===== config.mk =====
export PLATFORM = sky130hd
export DESIGN_NAME = if_stage
export DESIGN_NICKNAME = d
export VERILOG_FILES = /design/src/rtl/cpu_pkg.sv /design/src/rtl/pc_reg.sv /design/src/rtl/if_stage.sv
export SDC_FILE = /design/constraint.sdc
export NUM_CORES = 1
export LEC_CHECK = 0
export CAP_MARGIN = 5
export CELL_PAD_IN_SITES_DETAIL_PLACEMENT = 1
export CELL_PAD_IN_SITES_GLOBAL_PLACEMENT = 1
export CORE_UTILIZATION = 33
export DETAILED_ROUTE_END_ITERATION = 10
export PLACE_DENSITY_LB_ADDON = 0.1
export SLEW_MARGIN = 20
export SYNTH_ARGS = -nofsm -noshare
export SYNTH_HDL_FRONTEND = slang
export SYNTH_HIERARCHICAL = 1
export SYNTH_SLANG_ARGS = --single-unit
export TNS_END_PERCENT = 1

===== constraint.sdc =====
create_clock -name clk -period 3 [get_ports clk]
set_clock_uncertainty 0.2 [all_clocks]
set_input_delay 0.6 -clock clk [delete_from_list [all_inputs] [get_ports clk]]
set_output_delay 0.6 -clock clk [all_outputs]
set_load 0.02 [all_outputs]

===== src/rtl/cpu_pkg.sv =====
// Shared CPU front-end definitions: datapath width, fetch defaults and the
// fetch-stage state encoding.
package cpu_pkg;

  localparam int unsigned XLEN = 32;

  localparam logic [XLEN-1:0] RESET_PC  = 32'd96;
  localparam logic [XLEN-1:0] PC_STEP   = 32'd4;
  localparam logic [XLEN-1:0] NOP_INSTR = 32'h0000_0000;

  typedef enum logic [1:0] {
    BOOT = 2'd0,
    RUN  = 2'd1,
    HOLD = 2'd2
  } fetch_state_e;

  // Word-align a fetch address by clearing the byte-offset bits.
  function automatic logic [XLEN-1:0] align_word(input logic [XLEN-1:0] addr);
    return {addr[XLEN-1:2], 2'b00};
  endfunction

endpackage


===== src/rtl/pc_reg.sv =====
// Program counter register: synchronous reset, then load > hold > increment.
module pc_reg
  import cpu_pkg::*;
#(
  parameter logic [XLEN-1:0] RESET_PC = cpu_pkg::RESET_PC,
  parameter logic [XLEN-1:0] PC_STEP  = cpu_pkg::PC_STEP
) (
  input  logic            clk,
  input  logic            rst,
  input  logic            load,
  input  logic [XLEN-1:0] load_value,
  input  logic            hold,
  output logic [XLEN-1:0] pc
);

  logic [XLEN-1:0] pc_reg_q;
  logic [XLEN-1:0] pc_next;

  always_comb begin
    pc_next = pc_reg_q + PC_STEP;  // wraps modulo 2^32
    if (load) begin
      pc_next = load_value;
    end else if (hold) begin
      pc_next = pc_reg_q;
    end
  end

  always_ff @(posedge clk) begin
    if (rst) begin
      pc_reg_q <= RESET_PC;
    end else begin
      pc_reg_q <= pc_next;
    end
  end

  assign pc = pc_reg_q;

endmodule


===== src/rtl/if_stage.sv =====
// Instruction fetch stage: PC sequencing, IF/ID pipeline register with
// stall/redirect handling and a small BOOT/RUN/HOLD fetch FSM.
module if_stage
  import cpu_pkg::*;
#(
  parameter logic [XLEN-1:0] RESET_PC  = cpu_pkg::RESET_PC,
  parameter logic [XLEN-1:0] PC_STEP   = cpu_pkg::PC_STEP,
  parameter logic [XLEN-1:0] NOP_INSTR = cpu_pkg::NOP_INSTR
) (
  input  logic            clk,
  input  logic            rst,
  input  logic            stall,
  input  logic            redirect_valid,
  input  logic [XLEN-1:0] redirect_target,
  output logic [XLEN-1:0] imem_addr,
  input  logic [XLEN-1:0] imem_rdata,
  output logic            ifid_valid,
  output logic [XLEN-1:0] ifid_pc,
  output logic [XLEN-1:0] ifid_pc_plus4,
  output logic [XLEN-1:0] ifid_instr,
  output logic            misalign
);

  logic [XLEN-1:0] pc;
  fetch_state_e    state_reg;
  fetch_state_e    state_next;

  logic            ifid_valid_reg;
  logic [XLEN-1:0] ifid_pc_reg;
  logic [XLEN-1:0] ifid_pc_plus4_reg;
  logic [XLEN-1:0] ifid_instr_reg;
  logic            misalign_reg;

  pc_reg #(
    .RESET_PC (RESET_PC),
    .PC_STEP  (PC_STEP)
  ) u_pc_reg (
    .clk        (clk),
    .rst        (rst),
    .load       (redirect_valid),
    .load_value (align_word(redirect_target)),
    .hold       (stall),
    .pc         (pc)
  );

  // Redirect always lands in RUN; the flushed IF/ID is the single bubble.
  always_comb begin
    state_next = state_reg;
    if (redirect_valid) begin
      state_next = RUN;
    end else begin
      case (state_reg)
        BOOT:    if (!stall) state_next = RUN;
        RUN:     if (stall)  state_next = HOLD;
        HOLD:    if (!stall) state_next = RUN;
        default: state_next = BOOT;
      endcase
    end
  end

  always_ff @(posedge clk) begin
    if (rst) begin
      state_reg <= BOOT;
    end else begin
      state_reg <= state_next;
    end
  end

  always_ff @(posedge clk) begin
    if (rst) begin
      ifid_valid_reg    <= 1'b0;
      ifid_pc_reg       <= '0;
      ifid_pc_plus4_reg <= '0;
      ifid_instr_reg    <= NOP_INSTR;
      misalign_reg      <= 1'b0;
    end else if (redirect_valid) begin
      // Flush wins over stall; ifid_pc/ifid_pc_plus4 keep their old values.
      ifid_valid_reg <= 1'b0;
      ifid_instr_reg <= NOP_INSTR;
      misalign_reg   <= |redirect_target[1:0];
    end else begin
      misalign_reg <= 1'b0;
      if (!stall) begin
        ifid_valid_reg    <= 1'b1;
        ifid_pc_reg       <= pc;
        ifid_pc_plus4_reg <= pc + PC_STEP;
        ifid_instr_reg    <= imem_rdata;
      end
    end
  end

  assign imem_addr     = pc;
  assign ifid_valid    = ifid_valid_reg;
  assign ifid_pc       = ifid_pc_reg;
  assign ifid_pc_plus4 = ifid_pc_plus4_reg;
  assign ifid_instr    = ifid_instr_reg;
  assign misalign      = misalign_reg;

endmodule


## After elaboration in Yosys (flattened, before gate mapping)

Index checks and enable logic that the tools add are counted.

| word-level totals | value |
|---|---|
| output and inout port bits | 130 |
| bits of input ports | 68 |
| word-level logic and storage cells | 17 |
| bits in registers | 130 |

| operators by class | value |
|---|---|
| multiplexer cells | 2 |
| add/sub/neg operators | 1 |
| reduce and logical (&&, ||, !) cells | 4 |
| equal/unequal tests | 1 |
| bitwise operators | 2 |

Operators with widths:

| kind | number |
|---|---|
| 32-bit 2-to-1 mux | 2 |
| 32-bit by 3-bit adder with 32-bit output, second input constant | 1 |
| 2-bit OR reduction | 3 |
| 2-bit by 1-bit inequality test with 1-bit output, second input constant | 1 |
| 1-bit NOT | 2 |
| 2-bit AND reduction | 1 |

## Depth between registers and ports, before layout

Gate-level depths: netlist of the first run.

| depth | value |
|---|---|
| word-level depth | 3 |
| mapped depth | 7 |
| gate-level depth less buffers | 5 |

## Cells and area by module

The synthesis of the first run kept the hierarchy.

By module, submodules not included:

| module | area each (um2) | times used | cells each |
|---|---|---|---|
| if_stage | 3942.5 | 1 | 459 |
| pc_reg | 1925.6 | 1 | 230 |

## Worst setup path after synthesis of the first run

Ideal clock, no wire load.

| timing path | value |
|---|---|
| path kind | reg2reg |
| from | register u_pc_reg.pc_reg_q[2], in the netlist u_pc_reg/pc[2] |
| to | register ifid_pc_plus4_reg[24], in the netlist ifid_pc_plus4[24] |
| data required time | 2.709 ns |
| buffers on the path | 1 |
| clock period less this slack | 2.571 ns |
| arrival time | 2.280 ns |
| cell stages (with the launch flop) | 7 |
| setup slack | 0.429 ns |
| path through | dfxtp_1 ha_1 nand3_1 or4_1 buf_2 or4_1 a311oi_1 |

| on the way | value |
|---|---|
| cells in the longest elaborated chain, start to end | 1 |

RTL lines:

| item | line | RTL |
|---|---|---|
| from (decl) | pc_reg.sv:16 | `logic [XLEN-1:0] pc_reg_q;` |
| from (signal assigned) | pc_reg.sv:32 | `pc_reg_q <= pc_next;` |
| 32-bit by 3-bit adder with 32-bit output | if_stage.sv:86 | `ifid_pc_plus4_reg <= pc + PC_STEP;` |
| to (signal assigned) | if_stage.sv:86 |  |
| to (decl) | if_stage.sv:30 | `logic [XLEN-1:0] ifid_pc_plus4_reg;` |

Every way passes these cells.
A chain may end at the register's enable or synchronous reset.

## Worst setup path after layout of the first run

| timing path | value |
|---|---|
| from | register u_pc_reg.pc_reg_q[20], in the netlist u_pc_reg/pc[20] |
| to | output imem_addr[20] |

RTL lines:

| item | line | RTL |
|---|---|---|
| to (decl) | if_stage.sv:15 | `output logic [XLEN-1:0] imem_addr,` |

No word-level cell between the ends.

==> flow_metrics.env, run 1 <==
export IMPL_fp_coreArea_sq_um=17400
export IMPL_seq_area_frac_synth=0.437
export IMPL_syn_area_per_cell_sq_um=8.52
export IMPL_hold_buffers=0
export IMPL_vdd_ir_drop_max_uv=414
export IMPL_power_mw=4.62
export IMPL_layout_min_cycle_time_ns=2.65
export IMPL_cts_setup_buffers=0
export IMPL_clock_latency_ns=0.41
export IMPL_start_util=0.338
export IMPL_dieHeight_um=135
export IMPL_ys_flop_type="dfxtp_1"
export IMPL_fill_cells=2007
export IMPL_worst_path_stages=1
export IMPL_place_gp_congestion=0.854
export IMPL_yosysMostFrequentCell="dfxtp_1"
export IMPL_combinationalPowerShare=0.154
export IMPL_synth_top_area_share=0.437
export IMPL_cts_htree_levels=4
export IMPL_seqPwrFrac=0.407
export IMPL_antenna_found_initial=0
export IMPL_synth_cell_types=58
export IMPL_hp_class="reg2reg"
export IMPL_viasPerCell=5.39
export IMPL_status="finished, final reports clean"
export IMPL_cts_made_buffers=17
export IMPL_die_area_sq_um=18300
export IMPL_cp_end_kind="output pin"
export IMPL_yosysTopAreaCell="dfxtp_1"
export IMPL_yosys_warnings=6
export IMPL_clk_path_buf_depth=2
export IMPL_synthesis_area_sq_um=5870
export IMPL_finalSetupViolations=0
export IMPL_rows=48
export IMPL_dp_hpwl_mm=15.4
export IMPL_register_area_sq_um=2560
export IMPL_rsz0062_at_grt="false"
export IMPL_reg2reg_from="u_pc_reg/pc[11]$_SDFFE_PP0N_"
export IMPL_critPathLaunch="u_pc_reg/pc[20]$_SDFFE_PP0N_"
export IMPL_path_class="reg2out"
export IMPL_diodes=0
export IMPL_gr_total_overflow=0
export IMPL_finalSetupTns_ns=0
export IMPL_area_growth_pct=48.4
export IMPL_drv_cap=0
export IMPL_internal_power_mw=3.38
export IMPL_drtIter0Drc=289
export IMPL_ios=198
export IMPL_drt_pass1_iterations=4
export IMPL_ff2ff_setup_slack_ns=0.49
export IMPL_drive_gt1_frac=0.0822
export IMPL_grt_pass1_vias=6165
export IMPL_synth_top_cells_by_area="dfxtp_1, mux2i_1, nor2_1"
export IMPL_finalMaxSlewViolations=0
export IMPL_r2r_end="ifid_pc_plus4[24]$_SDFFE_PP0P_"
export IMPL_crit_slowest_cell="clkdlybuf4s50_1"
export IMPL_whs_ns=0.251
export IMPL_synth_async_reset_ratio=0
export IMPL_die_w_um=135
export IMPL_fmax_mhz=377
export IMPL_crit_end="imem_addr[20]"
export IMPL_synth_cells=689
export IMPL_cp_required_ns=2.20
export IMPL_post_cts_resized=0
export IMPL_wl_per_cell_um=19.2
export IMPL_cts_tree="done"
export IMPL_cp_cell_sequence="clkdlybuf4s50_1"
export IMPL_vias=6063
export IMPL_synth_edff_count=0
export IMPL_powerDensity_nw_per_um2=531
export IMPL_clock_sinks=128
export IMPL_cts_root_buffer="clkbuf_16"
export IMPL_fin_crit_sh=0.884
export IMPL_totalWireLength_mm=21.6
export IMPL_grt_pass1_wl_mm=33.8
export IMPL_final_hold_violation_count=0
export IMPL_grt_max_degree=50
export IMPL_swShare=0.269
export IMPL_grtUsageTotal=0.240
export IMPL_multi_input_area_sq_um=3020
export IMPL_p_switching_mw=1.24
export IMPL_slew_headroom=0.457
export IMPL_cp_top_family="buffers and inverters"
export IMPL_final_nets=958
export IMPL_place_port_buffers=197
export IMPL_cp_max_fo=14
export IMPL_critPathLaunchType="register"
export IMPL_ant_nets=0
export IMPL_worst_r2r_cell_count=4
export IMPL_cp_buffers_inverters=1
export IMPL_ys_top_cells_by_count="dfxtp_1, nor2_1, nand2_1"
export IMPL_leakagePower_nw=3.14
export IMPL_ys_ff_latch=128
export IMPL_tightest_slew_ns=0.814
export IMPL_path_clk_slew_ns=0.06
export IMPL_cp_data_arrival_time_ns=1.85
export IMPL_clkPwrFrac=0.439
export IMPL_route_detailed_drc=0
export IMPL_critical_path_max_stage_delay_ns=0.74
-- per-layer routing --
metal	vias to the layer above	wire, um	global-route usage	part of all wire
met5	-	0	0	0
met4	0	287	0.0774	0.013
met3	19	1190	0.0520	0.055
met2	165	10500	0.400	0.49
met1	2984	9590	0.307	0.44
li1	2895	-	-	-
-- how the worst min path moves through the flow --
stage | from | depth (start not counted) | endpoint
floorplan | ifid_valid$_SDFFE_PP0N_ | 2 | ifid_valid$_SDFFE_PP0N_
global placement | ifid_valid$_SDFFE_PP0N_ | 2 | ifid_valid$_SDFFE_PP0N_
detailed placement | ifid_valid$_SDFFE_PP0N_ | 2 | ifid_valid$_SDFFE_PP0N_
CTS | ifid_pc[17]$_SDFFE_PP0P_ | 2 | ifid_pc[17]$_SDFFE_PP0P_
global route | ifid_valid$_SDFFE_PP0N_ | 2 | ifid_valid$_SDFFE_PP0N_
finish | ifid_valid$_SDFFE_PP0N_ | 2 | ifid_valid$_SDFFE_PP0N_
-- worst min-delay path: stages, from the launching register on --
cell and delay [ns]:
dfxtp_1 0.31, inv_1 0.05, a21oi_1 0.05
-- layout by cell type, fill, tap and decap left out, types with 3 or more instances in the layout --
cell type,synthesis,routed
nand2_1,84,84
a211oi_1,26,26
nand4b_1,3,3
mux2i_1,36,36
clkbuf_16,0,17
nand3b_1,4,4
nand2b_1,4,4
a2111oi_0,9,9
or2_2,3,3
a311o_1,4,4
nand3_1,22,22
inv_1,18,18
or4_1,4,4
clkdlybuf4s50_1,0,194
a21oi_1,42,42
xnor2_1,13,13
and3_1,11,11
clkinv_2,0,4
o211a_1,3,3
buf_4,2,31
nor2_1,89,88
nor4bb_1,5,5
and2_1,4,4
o21ai_0,13,13
nand4_1,16,16
nor3_1,17,17
nor4_1,13,13
xor2_1,7,7
dfxtp_1,128,128
or3_1,7,7
a311oi_1,12,12
and4_1,12,12
-- power groups by stage --
stage | Sequential (mW) | Combinational [mW] | Clock [mW]
floorplan | 2.01 | 0.235 | 0
global placement | 1.91 | 0.702 | 0
detailed placement | 1.92 | 0.715 | 0
CTS | 1.88 | 0.719 | 2.07
global route | 1.89 | 0.762 | 2.15
finish | 1.88 | 0.712 | 2.03
-- stage by stage --
stage | std cells | cell area [sq um] | util | setup WS, ns
finish | 1125 | 8710 | 0.502 | 0.347
global route | 1125 | 8710 | 0.502 | 0.271
CTS | 1125 | 8710 | 0.502 | 0.306
detailed placement | 1094 | 8140 | 0.469 | 0.512
global placement | 1094 | 8140 | 0.469 | 0.590
floorplan | 690 | 5870 | - | 0.429
-- cells by family after synthesis --
logic type	after synthesis	synth area share
fa+ha+maj	2	0.00426
buf+inv	67	0.0507
flops	128	0.437
other cells	1	0.000639
compound gates	125	0.148
mux	36	0.0614
xor+xnor	20	0.0299
simple gates	310	0.268
-- cell type report --
class	count	area share
tap	225	0.0323
clock inverter	10	0.0129
timing repair buffer	228	0.253
sequential	128	0.294
clock buffer	21	0.0529
inverter	18	0.00776
multi-input combinational	495	0.347
Power figures use the tool's default switching activity.
==> inputs of run 2 (changes only) <==
Settings changed: GPL_TIMING_DRIVEN set to 1.
==> results of run 2 <==
No change in the layout: final DEF, timing and power equal those of run 1.
==> inputs of run 3 (changes only) <==
Settings changed: CORE_MARGIN set to 2.
==> run 3 against run 2 <==
  * Die area up 3.0%
  * Utilization up 0.072 points
  * Clock-buffer cell count down 2
  * Flip-flop and latch count unchanged
  * Non-clock buffer count down 1
  * Power up 2.0%
  * Register-to-register slack worse by 0.03 ns
  * Hold slack worse by 0.00096 ns
  * Combinational power down 1%
  * Clock power up 4%
  * Critical endpoint unchanged
  * Largest cell class unchanged
  * Largest power group unchanged
==> flow_metrics.env, run 3 (synthesis results as in run 1) <==
export IMPL_gr_total_overflow=0
export IMPL_critPathLaunch="u_pc_reg/pc[20]$_SDFFE_PP0N_"
export IMPL_place_port_buffers=197
export IMPL_ios=198
export IMPL_fill_cells=1982
export IMPL_clk_path_buf_depth=2
export IMPL_cts_root_buffer="clkbuf_16"
export IMPL_drt_pass1_iterations=7
export IMPL_grt_pass1_wl_mm=33.5
export IMPL_vias=6051
export IMPL_critPathLaunchType="register"
export IMPL_critical_path_max_stage_delay_ns=0.76
export IMPL_slew_headroom=0.548
export IMPL_crit_end="imem_addr[20]"
export IMPL_drv_cap=0
export IMPL_cp_top_family="buffers and inverters"
export IMPL_finalMaxSlewViolations=0
export IMPL_crit_slowest_cell="clkdlybuf4s50_1"
export IMPL_antenna_found_initial=0
export IMPL_totalWireLength_mm=21.7
export IMPL_cp_cell_sequence="clkdlybuf4s50_1"
export IMPL_worst_path_stages=1
export IMPL_drive_gt1_frac=0.0833
export IMPL_fmax_mhz=371
export IMPL_grtUsageTotal=0.232
export IMPL_place_gp_congestion=0.848
export IMPL_diodes=0
export IMPL_worst_r2r_cell_count=4
export IMPL_die_w_um=137
export IMPL_final_cell_mix="clkdlybuf4s50_1, dfxtp_1, nor2_1"
export IMPL_die_area_sq_um=18900
export IMPL_power_mw=4.71
export IMPL_cp_required_ns=2.20
export IMPL_register_area_sq_um=2560
export IMPL_cts_setup_buffers=0
export IMPL_route_detailed_drc=0
export IMPL_hp_class="reg2reg"
export IMPL_rsz0062_at_grt="false"
export IMPL_clock_latency_ns=0.42
export IMPL_cp_max_fo=14
export IMPL_multi_input_area_sq_um=3020
export IMPL_ff2ff_setup_slack_ns=0.46
export IMPL_cts_htree_levels=4
export IMPL_cp_end_kind="output pin"
export IMPL_grt_max_degree=47
export IMPL_rows=48
export IMPL_finalSetupViolations=0
export IMPL_cts_made_buffers=17
export IMPL_reg2reg_from="u_pc_reg/pc[10]$_SDFFE_PP0N_"
export IMPL_path_clk_slew_ns=0.06
export IMPL_fin_crit_sh=0.897
export IMPL_r2r_end="ifid_pc_plus4[24]$_SDFFE_PP0P_"
export IMPL_tightest_slew_ns=0.676
export IMPL_area_growth_pct=48.6
export IMPL_viasPerCell=5.38
export IMPL_layout_min_cycle_time_ns=2.69
export IMPL_fp_coreArea_sq_um=17400
export IMPL_path_class="reg2out"
export IMPL_cp_buffers_inverters=1
export IMPL_start_util=0.338
export IMPL_layout_commonest_cell="clkdlybuf4s50_1"
export IMPL_final_nets=957
export IMPL_hold_buffers=0
export IMPL_drtIter0Drc=362
export IMPL_post_cts_resized=0
export IMPL_wl_per_cell_um=19.2
export IMPL_leakagePower_nw=3.14
export IMPL_whs_ns=0.250
export IMPL_powerDensity_nw_per_um2=540
export IMPL_cp_data_arrival_time_ns=1.89
export IMPL_ant_nets=0
export IMPL_vdd_ir_drop_max_uv=412
export IMPL_fin_util=0.502
export IMPL_clock_sinks=128
export IMPL_final_hold_violation_count=0
export IMPL_dieHeight_um=137
export IMPL_dp_hpwl_mm=15.5
export IMPL_finalSetupTns_ns=0
export IMPL_cts_tree="done"
export IMPL_status="finished, final reports clean"
export IMPL_grt_pass1_vias=6077
run 3: report_power, final:
part           switching, mW  internal, mW
clock network          0.796          1.33
registers              0.104          1.78
logic                  0.369         0.333
run 3: worst min-delay path by stage:
stage | cells past startpoint | startpoint | slack, ns | end
floorplan | 2 | ifid_valid$_SDFFE_PP0N_ | 0.33 | ifid_valid$_SDFFE_PP0N_
global placement | 2 | ifid_valid$_SDFFE_PP0N_ | 0.24 | ifid_valid$_SDFFE_PP0N_
detailed placement | 2 | ifid_valid$_SDFFE_PP0N_ | 0.25 | ifid_valid$_SDFFE_PP0N_
CTS | 2 | ifid_valid$_SDFFE_PP0N_ | 0.26 | ifid_valid$_SDFFE_PP0N_
global route | 2 | ifid_pc[16]$_SDFFE_PP0P_ | 0.28 | ifid_pc[16]$_SDFFE_PP0P_
finish | 2 | ifid_valid$_SDFFE_PP0N_ | 0.25 | ifid_valid$_SDFFE_PP0N_
run 3: metal layers:
layer / wire length, um / GRT usage / vias to the layer above
li1: - / - / 2886
met1: 9810 / 0.312 / 2978
met2: 10500 / 0.373 / 165
met3: 1040 / 0.0475 / 22
met4: 265 / 0.0722 / 0
met5: 0 / 0 / -
run 3: cell type report:
type	instances	share of cell area
sequential	128	0.294
clock inverter	13	0.0187
tap	225	0.0323
timing repair buffer	227	0.251
inverter	18	0.00775
clock buffer	19	0.0508
multi-input combinational	495	0.346
run 3: per-stage QoR:
step,cells,worst slack [ns],instance area [sq um]
final,1125,0.308,8720
after global routing,1125,0.209,8720
after CTS,1125,0.265,8720
after detailed placement,1093,0.463,8120
after global placement,1093,0.601,8120
after floorplan,690,0.429,5870
==> patch, RTL diff (settings of run 2) <==
`XLEN`: 32 -> 64.
--- a/src/rtl/cpu_pkg.sv
+++ b/src/rtl/cpu_pkg.sv
@@ -2,7 +2,7 @@
 // fetch-stage state encoding.
 package cpu_pkg;
 
-  localparam int unsigned XLEN = 32;
+  localparam int unsigned XLEN = 64;
 
   localparam logic [XLEN-1:0] RESET_PC  = 32'd96;
   localparam logic [XLEN-1:0] PC_STEP   = 32'd4;
Interface: changed (6 resized); port bits go from 198 to 390. The function was not compared with the original's and may differ.
==> patch against run 2 <==
  * Global-route usage increased by 2.4 points
  * Routed wire length grew 130%
  * Die area rose by 100%
  * Sequential cell count rose by 128
  * Worst setup slack worse by 160 ps
  * Area after synthesis increased by 100%
  * Count of clock-buffer cells in the layout grew 25
  * Design area increased by 100%
  * Critical endpoint is now imem_addr[57]
  * Clock power is 97% higher
  * Total power is 99% higher
  * Cell count up 110%
  * Register-to-register slack got worse by 260 ps
  * Combinational power is 120% higher
==> patch: results <==
[drt]
first_pass_iters = 5
first_iter_violations = 696
wl_um = 50130
vias_per_cell = 5.429

[clock_network]
cts_resized = 0
htree_levels = 1

[critical_path]
regToRegSetupSlack_ps = 230

[placed_design]
dp_hpwl_um = 35520
gp_congestion = 0.8265
portBuffers = 389
place_area_sq_um = 16750

[final_layout]
nets = 1984
fillers = 4191
final_layout_size_suffix_gt1_frac = 0.09653

[logic_synthesis]
netlist-cell-type-count = 69
synth_area_leaders = dfxtp_1, mux2i_1, nand2_1
seq_area_frac_synth = 0.4309

[grt]
antenna_found_initial = 3
grt_max_degree = 100
grt_first_pass_wirelength_um = 75710

[power]
leakagePower_uw = 0.006496
peakVddDrop_uv = 418.9

[hold_path]
hold_path_class = in2reg

[timing]
max_slew.worst_pin.slew_ps = 736.9
layout_setup_ws_ps = 188.0
holdWs_ps = 245.9

[run_status]
status = complete, no violations
==> patch: power breakdown <==
group	total (uW)	internal [uW]	switching, uW
sequential	3680	3570	111
clock	3990	2440	1560
combinational	1540	687	848
total	9210	6690	2510
==> patch: path summary, 6_finish.rpt <==
path / start / endpoint / cells after the start
setup / recovery: u_pc_reg/pc[57] / imem_addr[57] / 1
hold / removal: rst / u_pc_reg/pc[7] / 2
setup reg to reg: u_pc_reg/pc[3] / ifid_pc_plus4[36] / 6
hold reg to reg: ifid_valid / ifid_valid / 2
==> patch: logic make-up (layout without fill, tap and decap cells) <==
kind of cell,count (synthesis),after routing,synth area share
other,1,3,0.0003153
and+or+nand+nor,645,645,0.2699
DFF,256,256,0.4309
adders and majority gates,2,2,0.002104
buffers and inverters,121,563,0.04250
muxes,82,82,0.06911
AOI/OAI and AO/OA,265,265,0.1410
xor gates and xnor gates,60,60,0.04418
==> patch: area by class of cell <==
type / instances / area (sq um) / share of cell area
multi-input combinational: 1056 / 6290 / 0.3524
sequential: 256 / 5125 / 0.2871
timing repair buffer: 489 / 4701 / 0.2634
clock buffer: 46 / 952.2 / 0.05334
tap: 461 / 576.8 / 0.03231
clock inverter: 12 / 142.6 / 0.007991
inverter: 16 / 60.06 / 0.003365
antenna: 1 / 2.502 / 0.0001402
==> patch: routing by layer <==
layer	track usage	share of wire	vias to the layer above	wire, um
met1	0.3323	0.42	6237	21250
met3	0.05153	0.062	84	3113
met2	0.4471	0.48	380	24240
li1	-	-	5982	-
met5	0	0.00048	-	24
met4	0.08791	0.030	4	1500
==> patch: per-stage QoR <==
step                power, uW  std cells
detailed placement       5281       2278
finish                   9207       2337
global placement         5255       2278
global route             9545       2337
floorplan                4444       1433
CTS                      9302       2336
